$ cat config.mk
export PLATFORM = sky130hd
export DESIGN_NAME = ni_target_resp_router
export DESIGN_NICKNAME = d
export VERILOG_FILES = /design/src/rtl/noc_resp_route_pkg.sv /design/src/rtl/resp_route_table.sv /design/src/rtl/ni_target_resp_router.sv
export SDC_FILE = /design/constraint.sdc
export NUM_CORES = 1
export LEC_CHECK = 0
export ABC_AREA = 1
export CAP_MARGIN = 10
export CORE_ASPECT_RATIO = 0.9
export CORE_MARGIN = 1
export CORE_UTILIZATION = 53
export DETAILED_ROUTE_END_ITERATION = 12
export GPL_TIMING_DRIVEN = 0
export PLACE_DENSITY = 0.83
export SYNTH_ARGS = -nofsm -noshare
export SYNTH_HDL_FRONTEND = slang
export SYNTH_HIERARCHICAL = 1
export SYNTH_SLANG_ARGS = --single-unit
export TNS_END_PERCENT = 100
$ cat constraint.sdc
create_clock -name clock -period 3.05 [get_ports clock]
set_clock_uncertainty 0.2 [all_clocks]
set_input_delay 0.4575 -clock clock [delete_from_list [all_inputs] [get_ports clock]]
set_output_delay 0.4575 -clock clock [all_outputs]
set_load 0.03 [all_outputs]
$ cat src/rtl/noc_resp_route_pkg.sv
// rtl/noc_resp_route_pkg.sv - shared widths and per-topology return-route table constants
package noc_resp_route_pkg;

    localparam int PATH_W  = 7;
    localparam int ID_W    = 4;

    // Return-route table for this topology; entry i maps ROUTE_IDS[i] to ROUTE_PATHS[i]
    localparam int ROUTE_N = 3;

    localparam logic [ROUTE_N-1:0][ID_W-1:0] ROUTE_IDS = {
        4'hA,
        4'h6,
        4'h2
    };

    localparam logic [ROUTE_N-1:0][PATH_W-1:0] ROUTE_PATHS = {
        7'b0000000,
        7'b0000110,
        7'b0000001
    };

endpackage

$ cat src/rtl/resp_route_table.sv
// rtl/resp_route_table.sv - combinational source ID to return-route lookup
module resp_route_table
    import noc_resp_route_pkg::*;
(
    input  logic [ID_W-1:0]   source_id,
    output logic [PATH_W-1:0] path,
    output logic              hit
);

    // First matching table entry wins; unknown IDs report a miss with a zero path
    always_comb begin
        path = '0;
        hit  = 1'b0;
        for (int i = 0; i < ROUTE_N; i++) begin
            if (!hit && (source_id == ROUTE_IDS[i])) begin
                path = ROUTE_PATHS[i];
                hit  = 1'b1;
            end
        end
    end

endmodule

$ cat src/rtl/ni_target_resp_router.sv
// rtl/ni_target_resp_router.sv - target-side response return-route router (optional RESP_ROUTE_STATS_EN)
module ni_target_resp_router
    import noc_resp_route_pkg::*;
#(
    parameter int PATH_W = noc_resp_route_pkg::PATH_W,
    parameter int ID_W   = noc_resp_route_pkg::ID_W,
    parameter int DEPTH  = 4
) (
    input  logic                    clock,
    input  logic                    reset,
    input  logic                    req_valid,
    output logic                    req_ready,
    input  logic [ID_W-1:0]         req_source_id,
    input  logic                    req_expects_resp,
    input  logic                    resp_valid,
    input  logic                    resp_last,
    output logic                    resp_ready,
    output logic                    hdr_valid,
    input  logic                    hdr_ready,
    output logic [PATH_W-1:0]       hdr_path,
    output logic [ID_W-1:0]         hdr_target,
    output logic                    hdr_last,
    output logic                    hdr_decode_err,
    output logic                    err_orphan,
    output logic                    err_decode
`ifdef RESP_ROUTE_STATS_EN
    ,
    output logic [$clog2(DEPTH):0]  outstanding_cnt,
    output logic [$clog2(DEPTH):0]  outstanding_max
`endif
);

    localparam int PTR_W = $clog2(DEPTH);
    localparam int CNT_W = PTR_W + 1;

    logic [ID_W-1:0]   q_mem [DEPTH];
    logic [PTR_W-1:0]  wr_ptr;
    logic [PTR_W-1:0]  rd_ptr;
    logic [CNT_W-1:0]  count;
    logic [CNT_W-1:0]  count_next;

    logic              full;
    logic              empty;
    logic              push;
    logic              pop;
    logic              beat_fire;
    logic              load;
    logic              orphan;

    logic [ID_W-1:0]   head_id;
    logic [PATH_W-1:0] lk_path;
    logic              lk_hit;

    assign full    = (count == CNT_W'(DEPTH));
    assign empty   = (count == '0);
    assign head_id = q_mem[rd_ptr];

    // Ready is held low while reset is asserted so every output reads 0 during reset
    assign req_ready  = !reset && !full;
    assign resp_ready = !reset && (empty || !hdr_valid || hdr_ready);

    assign push      = req_valid && req_ready && req_expects_resp;
    assign beat_fire = resp_valid && resp_ready;
    assign load      = beat_fire && !empty;
    assign pop       = load && resp_last;
    assign orphan    = beat_fire && empty;

    resp_route_table u_table (
        .source_id (head_id),
        .path      (lk_path),
        .hit       (lk_hit)
    );

    // Next occupancy: a simultaneous push and pop cancel out
    always_comb begin
        count_next = count;
        if (push && !pop) begin
            count_next = count + CNT_W'(1);
        end else if (pop && !push) begin
            count_next = count - CNT_W'(1);
        end
    end

    // Queue storage needs no reset; validity is tracked by the pointers and count
    always_ff @(posedge clock) begin
        if (push) begin
            q_mem[wr_ptr] <= req_source_id;
        end
    end

    // Queue pointers and occupancy
    always_ff @(posedge clock or posedge reset) begin
        if (reset) begin
            wr_ptr <= '0;
            rd_ptr <= '0;
            count  <= '0;
        end else begin
            if (push) begin
                wr_ptr <= wr_ptr + 1'b1;
            end
            if (pop) begin
                rd_ptr <= rd_ptr + 1'b1;
            end
            count <= count_next;
        end
    end

    // Output register: load on an accepted beat, hold while stalled, drop valid once taken
    always_ff @(posedge clock or posedge reset) begin
        if (reset) begin
            hdr_valid      <= 1'b0;
            hdr_path       <= '0;
            hdr_target     <= '0;
            hdr_last       <= 1'b0;
            hdr_decode_err <= 1'b0;
        end else if (load) begin
            hdr_valid      <= 1'b1;
            hdr_path       <= lk_hit ? lk_path : '0;
            hdr_target     <= head_id;
            hdr_last       <= resp_last;
            hdr_decode_err <= !lk_hit;
        end else if (hdr_ready) begin
            hdr_valid      <= 1'b0;
        end
    end

    // Sticky error flags, cleared only by reset
    always_ff @(posedge clock or posedge reset) begin
        if (reset) begin
            err_orphan <= 1'b0;
            err_decode <= 1'b0;
        end else begin
            if (orphan) begin
                err_orphan <= 1'b1;
            end
            if (load && !lk_hit) begin
                err_decode <= 1'b1;
            end
        end
    end

`ifdef RESP_ROUTE_STATS_EN
    assign outstanding_cnt = count;

    // High-water mark of queue occupancy
    always_ff @(posedge clock or posedge reset) begin
        if (reset) begin
            outstanding_max <= '0;
        end else if (count_next > outstanding_max) begin
            outstanding_max <= count_next;
        end
    end
`endif

endmodule

==> results.md <==
- Outcome: completed
- Top-area cell type share of the netlist area: 0.3172
- CTS tree: built
- Most common library cells after synthesis: 58 x nand2_1, 24 x inv_1, 23 x dfrtp_1
- Vias: 1281
- Synth area leaders: dfrtp_1 32%, edfxtp_1 26%, nand2_1 12%, inv_1 5.0%, ha_1 3.4%
- Num CTS Buffers: 5
- CP required: 3.02 ns
- Mapped Area: 0.001814 mm^2
- Placed Area: 0.002158 mm^2
- Rows: 19
- Critical path peak fanout: 7
- TritonRoute pass-1 iters: 4
- Slew Limit Fails: 0
- Arr. time, crit path: 2.66 ns
- Share of the yosys chip area belonging to registers: 0.5821
- Vias/cell: 4.727
- Die H: 57.51 um
- ANT nets after route: 0
- Clock Tree Buf Depth: 2
- Final core occ: 0.7230
- Port Buffer Count: 28
- H-tree depth: 2
- Worst slew pin tran: 0.5909 ns
- Switching Fraction: 0.3988
- DIE AREA: 0.003661 mm^2
- Number of global-route vias before repair: 1202
- Syn_area_per_cell: 9.807 um^2
- Final setup viols: 0
- Largest net degree at the start of global routing: 14
- Net Sw Power: 0.0007864 W
- Biggest area consumer among synthesized cells: dfrtp_1
- Mapped Cells: 185
- Layout fillers: 228
- Fin cells: 271
- Clock sink total: 39
- VDD IR-drop max: 513.2 uV
- Part of the power in the clock network: 0.170
- Core ar.: 0.003162 mm^2
- Starting Density: 0.5738
- DRC viols: 0
- Cell area after layout: 0.002286 mm^2
- Critical path startpoint category: input port
- DRT Wirelength: 3.101 mm
- Crit Path Class: input port to register
- Final hold violations: 0
- Max Cap Viol: 0
- Post-route setup slack: 0.3652 ns
- Initial antenna violation count: 0
- EDFF count, synth: 16
- Prevailing post-synth register cell: dfrtp_1
- Final Wtd Congestion: 0.8195
- Pre-CTS setup slack: -0.5689 ns
- Die Width: 63.67 um
- Top-count cell post-synth: nand2_1
- Reg power frac: 0.385
- Asr flop ratio synth: 0.5897
- Yosys warning total: 6
- Inst Count DP: 258
- Critical Path End Type: register
- Skew-Pair Late Insertion Delay: 0.29 ns
- Layout cells sized above 1: 0.1528
- Hold Crit Class: register to register
- Worst slew margin: 0.6039
- Crit share post-route: 0.8803
- Tmin final: 2.685 ns
- Combinational power share: 0.445
- Synth Register Bits: 39
- Area delta synth->final: 26.00%
- N_diodes: 0
- Leak: 1.045 nW
- Post-layout net count: 245
- First DRT Iteration DRCs: 29
- PD cells: 862.5 mW/mm^2
- Internal: 0.001185 W
- Clk slew on worst S/H paths: 0.07 ns
- Ports: 29
- GRT Overall Usage: 0.1841
- Fmax: 372.5 MHz
- Dpl hpwl: 2.093 mm
- GR Overflow Total: 0
- Clock root buffer: clkbuf_8
- Drt wl/cell: 11.44 um
- RSZ-0062 raised after global routing: no
- First-pass GRT wire length: 5.043 mm
- Synth unique cells: 27
[power by group through the flow]
stage                     clock (W)  sequential (W)  combinational (W)
final                      0.000335        0.000760           0.000877
after CTS                  0.000344        0.000760           0.000873
after detailed placement          0        0.000769           0.000867
after floorplan                   0        0.000904           0.000466
after global routing       0.000366        0.000774           0.000982
after global placement            0        0.000764           0.000851
[critical path: stages]
cell and delay (ns):
clkdlybuf4s50_1 0.59, clkinvlp_4 0.21, nand4_1 0.26, inv_1 0.13, ha_1 0.22, inv_1 0.10
fa_1 0.41, mux2_2 0.27
[cell usage in the layout, fill, tap and decap left out]
cell             count
a21oi_1              1
buf_4               10
buf_6                2
clkbuf_1             1
clkbuf_4             1
clkbuf_8             5
clkdlybuf4s50_1     28
clkinv_1             1
clkinv_2             1
clkinvlp_2           1
clkinvlp_4           3
conb_1               4
dfrtp_1             23
edfxtp_1            16
fa_1                 1
ha_1                 5
inv_1               23
inv_2                1
mux2_2               1
nand2_1             58
nand2_2              2
nand3_1              8
nand4_1              1
nand4_2              1
nor2_1              10
nor2_2               1
o21ai_1              6
o21ai_2              6
o21bai_1             3
or2_1                1
xnor2_1              1
xor2_1               3
[per-stage QoR]
stage                     power, W  hold slack, ns  setup TNS, ns
after floorplan           0.001370          0.2922              0
after global placement    0.001615          0.2469         -1.462
after detailed placement  0.001636          0.2578         -1.982
after CTS                 0.001977          0.2749              0
after global routing      0.002122          0.3040              0
final                     0.001972          0.2748              0
[cell type report]
type,count,area [um^2],share of cell area
clock inverter,3,20.02,0.008758
timing repair buffer,32,310.3,0.1357
tap,42,52.55,0.02299
sequential,39,1056,0.4620
timing repair inverter,1,5.005,0.002189
buffer,10,78.83,0.03448
multi-input combinational,113,593.1,0.2594
clock buffer,5,68.82,0.03010
inverter,26,101.3,0.04433
[state kept, by name (all words and copies together), names as in the netlist]
| signal | cells |
|---|---|
| count | 3 |
| err_decode | 1 |
| err_orphan | 1 |
| hdr_decode_err | 1 |
| hdr_last | 1 |
| hdr_path | 7 |
| hdr_target | 4 |
| hdr_valid | 1 |
| q_mem | 16 |
| rd_ptr | 2 |
| wr_ptr | 2 |
[repair_timing]
action                                  in CTS  in global routing
endpoints found under the setup margin       3                  2
setup buffers                                0                  4
hold buffers                                 0                  0
cloned                                       1                  0
resized for setup                            1                  0
endpoints found under the hold margin        0                  0
[path summary, 6_finish.rpt]
check                           slack [ns]  cells after the start        from         end
max in group asynchronous             1.86                      2       reset    count[2]
worst max register to register        0.68                     10    count[0]    count[1]
worst min register to register        0.27                      1  err_orphan  err_orphan
worst min-delay path                  0.27                      1  err_orphan  err_orphan
worst max-delay path                  0.37                      8       reset    count[1]
min in group asynchronous             0.46                      3       reset   rd_ptr[0]
[cell families (layout without fill, tap and decap cells)]
kind of cell / count (synthesis) / in the layout / synth area share
DFF: 39 / 39 / 0.5821
AOI/OAI and AO/OA: 16 / 16 / 0.06069
adders and majority gates: 6 / 6 / 0.04552
buffers and inverters: 36 / 77 / 0.09724
and+or+nand+nor: 82 / 82 / 0.1869
muxes: 1 / 1 / 0.006206
xor gates and xnor gates: 4 / 4 / 0.01931
other: 1 / 4 / 0.002067
[layer usage]
metal	routed length (um)	vias to the layer above	GRT usage
met1	1402	584	0.2215
met5	0	-	0
met4	75	0	0.08766
met2	1500	30	0.3070
li1	-	658	-
met3	123	9	0.05200
Power figures use the tool's default switching activity.
